$ cat config.mk
export PLATFORM = sky130hd
export DESIGN_NAME = reaction_ctrl
export DESIGN_NICKNAME = d
export VERILOG_FILES = /design/src/rtl/reaction_pkg.sv /design/src/rtl/reaction_tick_gen.sv /design/src/rtl/reaction_ctrl.sv
export SDC_FILE = /design/constraint.sdc
export NUM_CORES = 1
export LEC_CHECK = 0
export BUFFER_PORTS_ARGS = -buffer_cell sky130_fd_sc_hd__clkbuf_2
export CORE_MARGIN = 5
export CORE_UTILIZATION = 49
export CTS_CLUSTER_DIAMETER = 30
export DETAILED_ROUTE_END_ITERATION = 10
export GPL_TIMING_DRIVEN = 0
export PLACE_DENSITY_LB_ADDON = 0.15
export SLEW_MARGIN = 0
export SYNTH_ARGS = -nofsm -noshare
export SYNTH_HDL_FRONTEND = slang
export SYNTH_SLANG_ARGS = --single-unit
$ cat constraint.sdc
create_clock -name clk -period 3 [get_ports clk]
set_clock_uncertainty 0.1 [all_clocks]
set_input_delay 0.6 -clock clk [delete_from_list [all_inputs] [get_ports clk]]
set_output_delay 0.6 -clock clk [all_outputs]
set_load 0.01 [all_outputs]
$ cat src/rtl/reaction_pkg.sv
// reaction_pkg: state encoding, BCD saturation digit and LFSR tap mask shared by the reaction controller
package reaction_pkg;
  typedef enum logic [2:0] {IDLE, DELAY, RUN, DONE, FOUL} state_t;
  localparam logic [3:0] BCD_NINE = 4'd9;
  localparam logic [7:0] LFSR_TAPS = 8'hB8;
endpackage

$ cat src/rtl/reaction_tick_gen.sv
// tick_gen: free-running prescaler (in clk, clr; out tick) giving a one-cycle tick every TICK_DIV cycles
module tick_gen #(
  parameter int TICK_DIV = 50000
) (
  input  logic clk,
  input  logic clr,
  output logic tick
);
  localparam int W = $clog2(TICK_DIV);
  logic [W-1:0] cnt_q, cnt_d;
  assign tick = cnt_q == W'(TICK_DIV - 1);
  always_comb cnt_d = tick ? '0 : cnt_q + 1'b1;
  always_ff @(posedge clk) cnt_q <= clr ? '0 : cnt_d;
endmodule

$ cat src/rtl/reaction_ctrl.sv
// reaction_ctrl: reaction-timer sequencer (in clk, clr, start, stop, bcd1, bcd0; out cnt_clr, cnt_en, led, busy, timeout, foul); REACTION_RANDOM_DELAY_EN adds an LFSR-randomised delay
module reaction_ctrl
  import reaction_pkg::*;
#(
  parameter int         TICK_DIV    = 50000,
  parameter int         DELAY_TICKS = 2000,
  parameter logic [7:0] LFSR_SEED   = 8'hA5
) (
  input  logic       clk,
  input  logic       clr,
  input  logic       start,
  input  logic       stop,
  input  logic [3:0] bcd1,
  input  logic [3:0] bcd0,
  output logic       cnt_clr,
  output logic       cnt_en,
  output logic       led,
  output logic       busy,
  output logic       timeout,
  output logic       foul
);
  localparam int DW = $clog2(2 * DELAY_TICKS + 1);
  state_t state_q, state_d;
  logic [DW-1:0] dly_q, dly_d, dly_load;
  logic start_q, stop_q, led_q, led_d, busy_q, busy_d, timeout_q, timeout_d, foul_q, foul_d;
  logic tick, start_rise, stop_rise, go, at_max;
  tick_gen #(.TICK_DIV(TICK_DIV)) u_tick (.clk(clk), .clr(clr), .tick(tick));
`ifdef REACTION_RANDOM_DELAY_EN
  logic [7:0] lfsr_q, lfsr_d;
  always_comb lfsr_d = {lfsr_q[6:0], ^(lfsr_q & LFSR_TAPS)};
  assign dly_load = DW'(DELAY_TICKS + (int'(lfsr_q) * DELAY_TICKS) / 256);
  always_ff @(posedge clk) lfsr_q <= clr ? LFSR_SEED : lfsr_d;
`else
  logic unused_cfg;
  assign unused_cfg = ^{LFSR_SEED, LFSR_TAPS};
  assign dly_load = DW'(DELAY_TICKS);
`endif
  assign start_rise = start & ~start_q;
  assign stop_rise  = stop & ~stop_q;
  assign at_max     = bcd1 == BCD_NINE && bcd0 == BCD_NINE;
  // start only re-arms from the idle-like states, so it wins over stop there and is ignored in DELAY/RUN
  assign go         = start_rise && (state_q == IDLE || state_q == DONE || state_q == FOUL);
  assign cnt_clr    = clr | go;
  // saturate at 99 instead of wrapping; stop suppresses a coincident tick
  assign cnt_en     = ~clr & (state_q == RUN) & tick & ~stop_rise & ~at_max;
  assign led        = led_q;
  assign busy       = busy_q;
  assign timeout    = timeout_q;
  assign foul       = foul_q;
  always_comb begin
    state_d   = state_q;
    dly_d     = dly_q;
    timeout_d = timeout_q;
    foul_d    = foul_q;
    if (go) begin
      state_d   = DELAY;
      dly_d     = dly_load;
      timeout_d = 1'b0;
      foul_d    = 1'b0;
    end else if (state_q == DELAY) begin
      if (stop_rise) begin
        state_d = FOUL;
        foul_d  = 1'b1;
      end else if (tick) begin
        dly_d   = dly_q - 1'b1;
        state_d = dly_q == DW'(1) ? RUN : DELAY;
      end
    end else if (state_q == RUN) begin
      if (stop_rise) state_d = DONE;
      else if (tick && at_max) begin
        state_d   = DONE;
        timeout_d = 1'b1;
      end
    end
    led_d  = state_d == RUN;
    busy_d = state_d == DELAY || state_d == RUN;
  end
  always_ff @(posedge clk) begin
    if (clr) begin
      state_q   <= IDLE;
      dly_q     <= '0;
      start_q   <= 1'b0;
      stop_q    <= 1'b0;
      led_q     <= 1'b0;
      busy_q    <= 1'b0;
      timeout_q <= 1'b0;
      foul_q    <= 1'b0;
    end else begin
      state_q   <= state_d;
      dly_q     <= dly_d;
      start_q   <= start;
      stop_q    <= stop;
      led_q     <= led_d;
      busy_q    <= busy_d;
      timeout_q <= timeout_d;
      foul_q    <= foul_d;
    end
  end
endmodule

==> results of run 1 <==
-- where the power goes --
group          internal, mW  total (mW)  switching (mW)
registers             0.507       0.520          0.0131
clock network         0.111       0.264           0.153
logic                0.0304      0.0701          0.0397
total                 0.648       0.854           0.206
-- cell usage after synthesis, drive strengths merged (2+ instances only) --
cell / count
a31oi: 6
a21oi: 5
nand2: 6
xor2: 14
nand2b: 3
inv: 6
o211a: 2
clkbuf: 3
nand4: 7
or4b: 2
o21ai: 5
a211oi: 3
nand4bb: 3
nor3: 6
dfxtp: 37
ha: 3
nor2b: 4
nand3: 6
xnor2: 5
and3: 2
or3: 6
or4: 4
o31ai: 3
nor2: 34
-- flip-flops by register name, summed over array words and instances (netlist names) --
name          flops
u_tick.cnt_q     16
timeout           1
stop_q            1
start_q           1
dly_q            12
state_q           3
foul              1
led               1
busy              1
-- routing by layer --
| metal | track usage (%) | share of wire [%] |
|---|---|---|
| met5 | 0 | 0 |
| met2 | 25.51 | 49 |
| met1 | 17.91 | 44 |
| met3 | 6.159 | 5.4 |
| met4 | 7.692 | 1.4 |
-- cell type report --
cell class / instances / area, um^2
Buffer: 2 / 7.507
Clock buffer: 7 / 55.05
Fill cell: 340 / 1449
Inverter: 6 / 22.52
Multi-Input combinational cell: 140 / 912.1
Sequential cell: 37 / 740.7
Tap cell: 46 / 57.56
Timing Repair Buffer: 18 / 92.59
-- through the flow --
step	cell area [um^2]	power, mW	util (%)
5_1_grt	1888	0.8999	56.58
4_1_cts	1892	0.8635	56.69
6_report	1888	0.8537	56.58
3_5_place_dp	1829	0.6012	54.82
3_3_place_gp	1829	0.5980	54.82
2_1_floorplan	1687	0.5770	-
-- worst max-delay path, delay by kind of cell, from the launching register on --
family / cells / cell delay, ns
and+or+nand+nor: 4 / 1.24
buffers and inverters: 1 / 0.17
DFF: 1 / 0.35
-- how the worst min path moves through the flow --
stage / slack [ns] / depth (start not counted) / startpoint / to
2_1_floorplan: 0.34 / 1 / u_tick.cnt_q[0]$_SDFF_PP0_ / u_tick.cnt_q[0]$_SDFF_PP0_
3_3_place_gp: 0.35 / 2 / timeout$_SDFFE_PP0P_ / timeout$_SDFFE_PP0P_
3_5_place_dp: 0.36 / 2 / foul$_SDFFE_PP0P_ / foul$_SDFFE_PP0P_
4_1_cts: 0.37 / 3 / start / start_q$_SDFF_PP0_
5_1_grt: 0.37 / 3 / start / start_q$_SDFF_PP0_
6_report: 0.38 / 3 / start / start_q$_SDFF_PP0_
-- logic make-up after synthesis --
| family | Yosys count | synth area share (%) |
|---|---|---|
| AND/OR/NAND/NOR | 90 | 30.71 |
| buffers and inverters | 9 | 2.003 |
| XOR/XNOR | 19 | 9.866 |
| AO/OA/AOI/OAI | 27 | 10.61 |
| multiplexers | 1 | 0.6676 |
| adder cells (fa/ha/maj) | 3 | 2.226 |
| flip-flops | 37 | 43.92 |
-- timing repair --
item	in CTS	in global routing
hold buffers	0	0
endpoints found under the setup margin	1	1
pin swaps	1	0
buffers inserted	1	0
==> implementation parameters, run 1 <==
Parameter                              Value

Placed design
  Setup Slack @ Placement ... 0.3451 ns
  Half-perimeter wire length after placement ... 2447 um
  Number of buffers inserted by port buffering ... 17
  Weighted congestion at the end of routability-driven global placement ... 0.8047
  Number of placed instances with taps included ... 249

Routing
  Number of DRC markers in iteration 0 ... 52
  DR vias/cell ... 5.367
  Number of design rule violations left after detail routing ... 0
  DRT antenna net count ... 0
  Length of the first detailed-routing pass in iterations ... 4
  Via count ... 1374
  Final wirelength ... 3292 um
  Routed WL per cell ... 12.86 um

Floorplan
  Die ar. ... 4716 um^2
  Top-level port count ... 18
  Vertical die dimension ... 68.67 um
  Effective utilization at floorplan ... 50.54%
  Width of the die ... 68.67 um
  Row Count ... 21
  Core region area ... 3337 um^2

Cells and area
  Layout Nets ... 225
  Top library cells by usage in the layout, fill and taps aside ... sky130_fd_sc_hd__dfxtp_1, sky130_fd_sc_hd__nor2_1, sky130_fd_sc_hd__clkbuf_2
  Share of post-route cells with drive strength above 1 ... 14.76%
  Ant. Diodes ... 0
  Syn-to-layout area delta ... 11.94%
  Non-filler cells in the finished layout ... 256
  Most common cell after layout, fill and taps aside ... sky130_fd_sc_hd__dfxtp_1

Worst setup path
  Largest fanout on the critical path ... 3
  Register-to-Register Setup Slack ... 0.49 ns
  CP endpoint kind ... primary output
  Critical path's slowest cell ... sky130_fd_sc_hd__or4b_1
  Critical Path Sink ... cnt_en
  Chain of cells forming the critical path ... or4b_1, nor4_4, nand2_1, nor3_1, clkbuf_2
  Required time of the worst setup path ... 2.30 ns
  Data arrival time of the critical path ... 2.09 ns
  Startpoint of the most critical register-to-register path ... u_tick.cnt_q[13]$_SDFF_PP0_
  Worst reg2reg path depth ... 5
  Critical path class ... reg2out
  First element of the critical path ... u_tick.cnt_q[13]$_SDFF_PP0_
  Max incr delay on CP ... 0.60 ns
  Reg2Reg Capture Point ... busy$_SDFF_PP0_
  Launching element type of the critical path ... flop

CTS
  Number of gates resized after CTS ... 0
  H-tree lvl count ... 2
  Clock Tree Root ... sky130_fd_sc_hd__clkbuf_4
  CTS tree ... built
  Buffer depth of the longest clock path ... 2
  Num Clock Sinks ... 37
  Clock network latency to the later pin of the worst-skew pair ... 0.34 ns
  Clock transition time at the flip-flop clock pins of the worst setup and hold paths ... 0.11 ns
  Number of CTS-inserted buffers ... 5

GRT
  First-pass GRT wire length ... 5609 um
  Remaining global-route overflow ... 0
  Number of antenna violations at the first check in global routing ... 0
  Via count of the first global-routing pass ... 1334
  Largest net degree at the start of global routing ... 11
  All-Layer GR Usage ... 15.73%

STA
  Headroom to the max-slew limit ... 51.62%
  Transition at the pin with the smallest max-transition slack ... 0.7202 ns
  Hold WS ... 0.3808 ns
  Fin worst setup slack ... 0.2112 ns
  RSZ-0062 raised after global routing ... false
  Final critical delay including setup and external delays ... 2.789 ns
  Max Transition Viols Final ... 0
  Final-report hold violation count ... 0
  Final Cycle Share ... 92.96%
  Total of endpoints with negative setup slack in the final report ... 0
  Accumulated negative setup slack ... 0 ns
  Highest Clock Rate ... 358.6 MHz

Yosys
  Warnings, synthesis ... 0
  Commonest register cell after synthesis ... sky130_fd_sc_hd__dfxtp_1
  Average size of a mapped cell ... 9.068 um^2
  Top area cells in the synthesized netlist ... sky130_fd_sc_hd__dfxtp_1, sky130_fd_sc_hd__nor2_1, sky130_fd_sc_hd__xor2_1
  Cell type with the highest aggregate area in the netlist ... sky130_fd_sc_hd__dfxtp_1
  Async set-or-reset flop fraction in the synthesized netlist ... 0%
  Area share of the largest cell type after synthesis ... 43.92%
  Syn Std Cell Area ... 1687 um^2
  Register bit count reported by yosys ... 37
  Net count of the mapped netlist ... 201
  Distinct cell type count after synthesis ... 39
  Number of enable-type register cells in the synthesized netlist ... 0
  Register area share after synthesis ... 43.92%
  Number of instances in the synthesized netlist ... 186

Power and ir drop
  Worst-case vdd ir drop ... 0.2905 mV
  Leakage power total ... 0.7082 nW
  Total power per unit cell area ... 452.1 nW/um^2

Flow run
  Number of maximum-capacitance violations ... 0

Outcome
  Status ... completed

Min path
  Tightest Hold Check Type ... in2reg
Power figures use the tool's default switching activity.
==> run 2, diff against run 1 <==
CORE_ASPECT_RATIO = 0.8   (was default)
==> implementation parameters, run 2 (synthesis results as in run 1) <==
Parameter                              Value

GRT
  Number of antenna violations at the first check in global routing ... 0 (unchanged)
  First-pass GRT wire length ... 5547 um (-1.1%)
  Remaining global-route overflow ... 0 (unchanged)
  Largest net degree at the start of global routing ... 12 (+1)
  All-Layer GR Usage ... 15.27% (-0.46 points)
  Via count of the first global-routing pass ... 1319 (-1.1%)

Placed design
  Weighted congestion at the end of routability-driven global placement ... 0.8096 (+0.61%)
  Number of buffers inserted by port buffering ... 17 (unchanged)
  Half-perimeter wire length after placement ... 2428 um (-0.78%)

Power and ir drop
  Switching power summed over all nets ... 0.2174 mW (+5.5%)
  Post-layout power ... 0.9153 mW (+7.2%)
  Relative contribution of sequential cells to total power ... 56.8% (-4.1 points)
  Leakage power total ... 0.7338 nW (+3.6%)
  Portion of total power attributed to the clock network ... 35.5% (+4.6 points)
  Total power per unit cell area ... 474.4 nW/um^2 (+4.9%)
  Int Pwr ... 0.6979 mW (+7.8%)
  Combinational group share of total power ... 7.7% (-0.5 points)
  Worst-case vdd ir drop ... 0.3467 mV (+19%)
  Proportion of total power due to net switching ... 23.75% (-0.38 points)

CTS
  Clock transition time at the flip-flop clock pins of the worst setup and hold paths ... 0.07 ns (-0.04 ns)
  Number of gates resized after CTS ... 0 (unchanged)
  Buffer depth of the longest clock path ... 2 (unchanged)
  Clock Tree Root ... sky130_fd_sc_hd__clkbuf_8
  Number of post-CTS setup repair buffers ... 0 (-1)
  Clock network latency to the later pin of the worst-skew pair ... 0.28 ns (-0.06 ns)
  CTS tree ... built
  H-tree lvl count ... 2 (unchanged)
  Num Clock Sinks ... 37 (unchanged)
  Cts hold-fix bufs ... 0 (unchanged)
  Number of CTS-inserted buffers ... 5 (unchanged)

Worst setup path
  Required time of the worst setup path ... 2.30 ns (about the same)
  Data arrival time of the critical path ... 2.09 ns (about the same)
  Launching element type of the critical path ... flop
  Largest fanout on the critical path ... 10 (+7)
  CP endpoint kind ... primary output
  Critical path class ... reg2out

STA
  Final-report hold violation count ... 0 (unchanged)
  Final critical delay including setup and external delays ... 2.793 ns (+0.004221 ns)
  Highest Clock Rate ... 358.0 MHz (-0.15%)
  RSZ-0062 raised after global routing ... false
  Total of endpoints with negative setup slack in the final report ... 0 (unchanged)
  Accumulated negative setup slack ... 0 ns (unchanged)
  Transition at the pin with the smallest max-transition slack ... 0.7388 ns (+0.01856 ns)
  Headroom to the max-slew limit ... 50.37% (-1.2 points)
  Hold WS ... 0.3806 ns (-0.0002150 ns)
  Final Cycle Share ... 93.10% (+0.14 points)
  Max Transition Viols Final ... 0 (unchanged)

Floorplan
  Die ar. ... 4723 um^2 (+0.15%)
  Top-level port count ... 18 (unchanged)
  Effective utilization at floorplan ... 49.96% (-0.58 points)
  Core region area ... 3376 um^2 (+1.2%)
  Row Count ... 19 (-9.5%)
  Vertical die dimension ... 62.48 um (-9.0%)
  Width of the die ... 75.60 um (+10%)

Flow run
  Number of maximum-capacitance violations ... 0 (unchanged)

Cells and area
  Sequential cell area ... 740.7 um^2 (unchanged)
  Share of post-route cells with drive strength above 1 ... 15.89% (+1.1 points)
  Syn-to-layout area delta ... 14.39%
  Ant. Diodes ... 0 (unchanged)
  Most common cell after layout, fill and taps aside ... sky130_fd_sc_hd__dfxtp_1
  Area taken by multi-input logic gates ... 912.1 um^2 (unchanged)
  Fill cell count ... 306 (-10%)
  Top flop regs ... u_tick.cnt_q (16), dly_q (12), state_q (3)
  Largest register FFs ... 16 (unchanged)
  Top library cells by usage in the layout, fill and taps aside ... sky130_fd_sc_hd__dfxtp_1, sky130_fd_sc_hd__nor2_1, sky130_fd_sc_hd__clkbuf_2
  Layout Nets ... 228 (+1.3%)
  Largest Register ... u_tick.cnt_q

Routing
  Number of design rule violations left after detail routing ... 0 (unchanged)
  DRT antenna net count ... 0 (unchanged)
  Number of DRC markers in iteration 0 ... 94 (+81%)
  Length of the first detailed-routing pass in iterations ... 4 (unchanged)
  DR vias/cell ... 5.414 (+0.87%)
  Final wirelength ... 3256 um (-1.1%)
  Via count ... 1386 (+0.87%)
  Routed WL per cell ... 12.72 um (-1.1%)

Outcome
  Status ... completed

Min path
  Tightest Hold Check Type ... reg2reg
-- run 2: per-stage QoR --
| step | setup slack, ns | util [%] | instances | instance area, um^2 |
|---|---|---|---|---|
| 5_1_grt | 0.07856 | 57.15 | 256 | 1929 |
| 2_1_floorplan | 0.5650 | - | 186 | 1687 |
| 3_5_place_dp | 0.3909 | 54.04 | 245 | 1824 |
| 4_1_cts | 0.07115 | 56.49 | 253 | 1907 |
| 3_3_place_gp | 0.4069 | 54.04 | 245 | 1824 |
| 6_report | 0.2070 | 57.15 | 256 | 1929 |
-- run 2: metal layers --
metal  share of wire [%]  wire length [um]  up-vias  GRT usage (%)
met1                  50              1643      649          20.67
li1                    -                 -      711              -
met4                 1.4                47        0          7.424
met3                 4.4               144        5          5.145
met2                  44              1420       21          21.34
met5                   0                 0        -              0
-- run 2: critical path: stages, from the launching register on --
cell	delay [ns]
sky130_fd_sc_hd__dfxtp_1	0.31
sky130_fd_sc_hd__clkbuf_1	0.28
sky130_fd_sc_hd__nor2b_1	0.11
sky130_fd_sc_hd__a2111o_1	0.54
sky130_fd_sc_hd__nor2b_1	0.22
sky130_fd_sc_hd__inv_2	0.17
sky130_fd_sc_hd__clkbuf_2	0.17
-- run 2: path summary, 6_finish.rpt --
| kind | startpoint | end | slack (ns) | cells after the start |
|---|---|---|---|---|
| worst max-delay path | state_q[1]$_SDFF_PP0_ | cnt_clr | 0.21 | 6 |
| worst min-delay path | u_tick.cnt_q[0]$_SDFF_PP0_ | u_tick.cnt_q[0]$_SDFF_PP0_ | 0.38 | 1 |
| worst min register to register | u_tick.cnt_q[0]$_SDFF_PP0_ | u_tick.cnt_q[0]$_SDFF_PP0_ | 0.38 | 1 |
| worst max register to register | u_tick.cnt_q[13]$_SDFF_PP0_ | busy$_SDFF_PP0_ | 0.47 | 5 |
-- run 2: final cells by class --
class	count	area share (%)
repair buffers	20	5.577
flip-flops and latches	37	38.39
inverters	6	1.167
clock buffers	6	3.761
plain buffers	3	0.5837
multi-input cells	140	47.28
well taps	42	2.724
clock inverters	2	0.5188
-- run 2: power by group through the flow --
| stage | combinational (mW) | clock, mW | sequential, mW |
|---|---|---|---|
| floorplan | 0.0487 | 0 | 0.528 |
| global placement | 0.0684 | 0 | 0.530 |
| detailed placement | 0.0712 | 0 | 0.531 |
| CTS | 0.0713 | 0.335 | 0.519 |
| global route | 0.0806 | 0.355 | 0.522 |
| finish | 0.0706 | 0.325 | 0.520 |
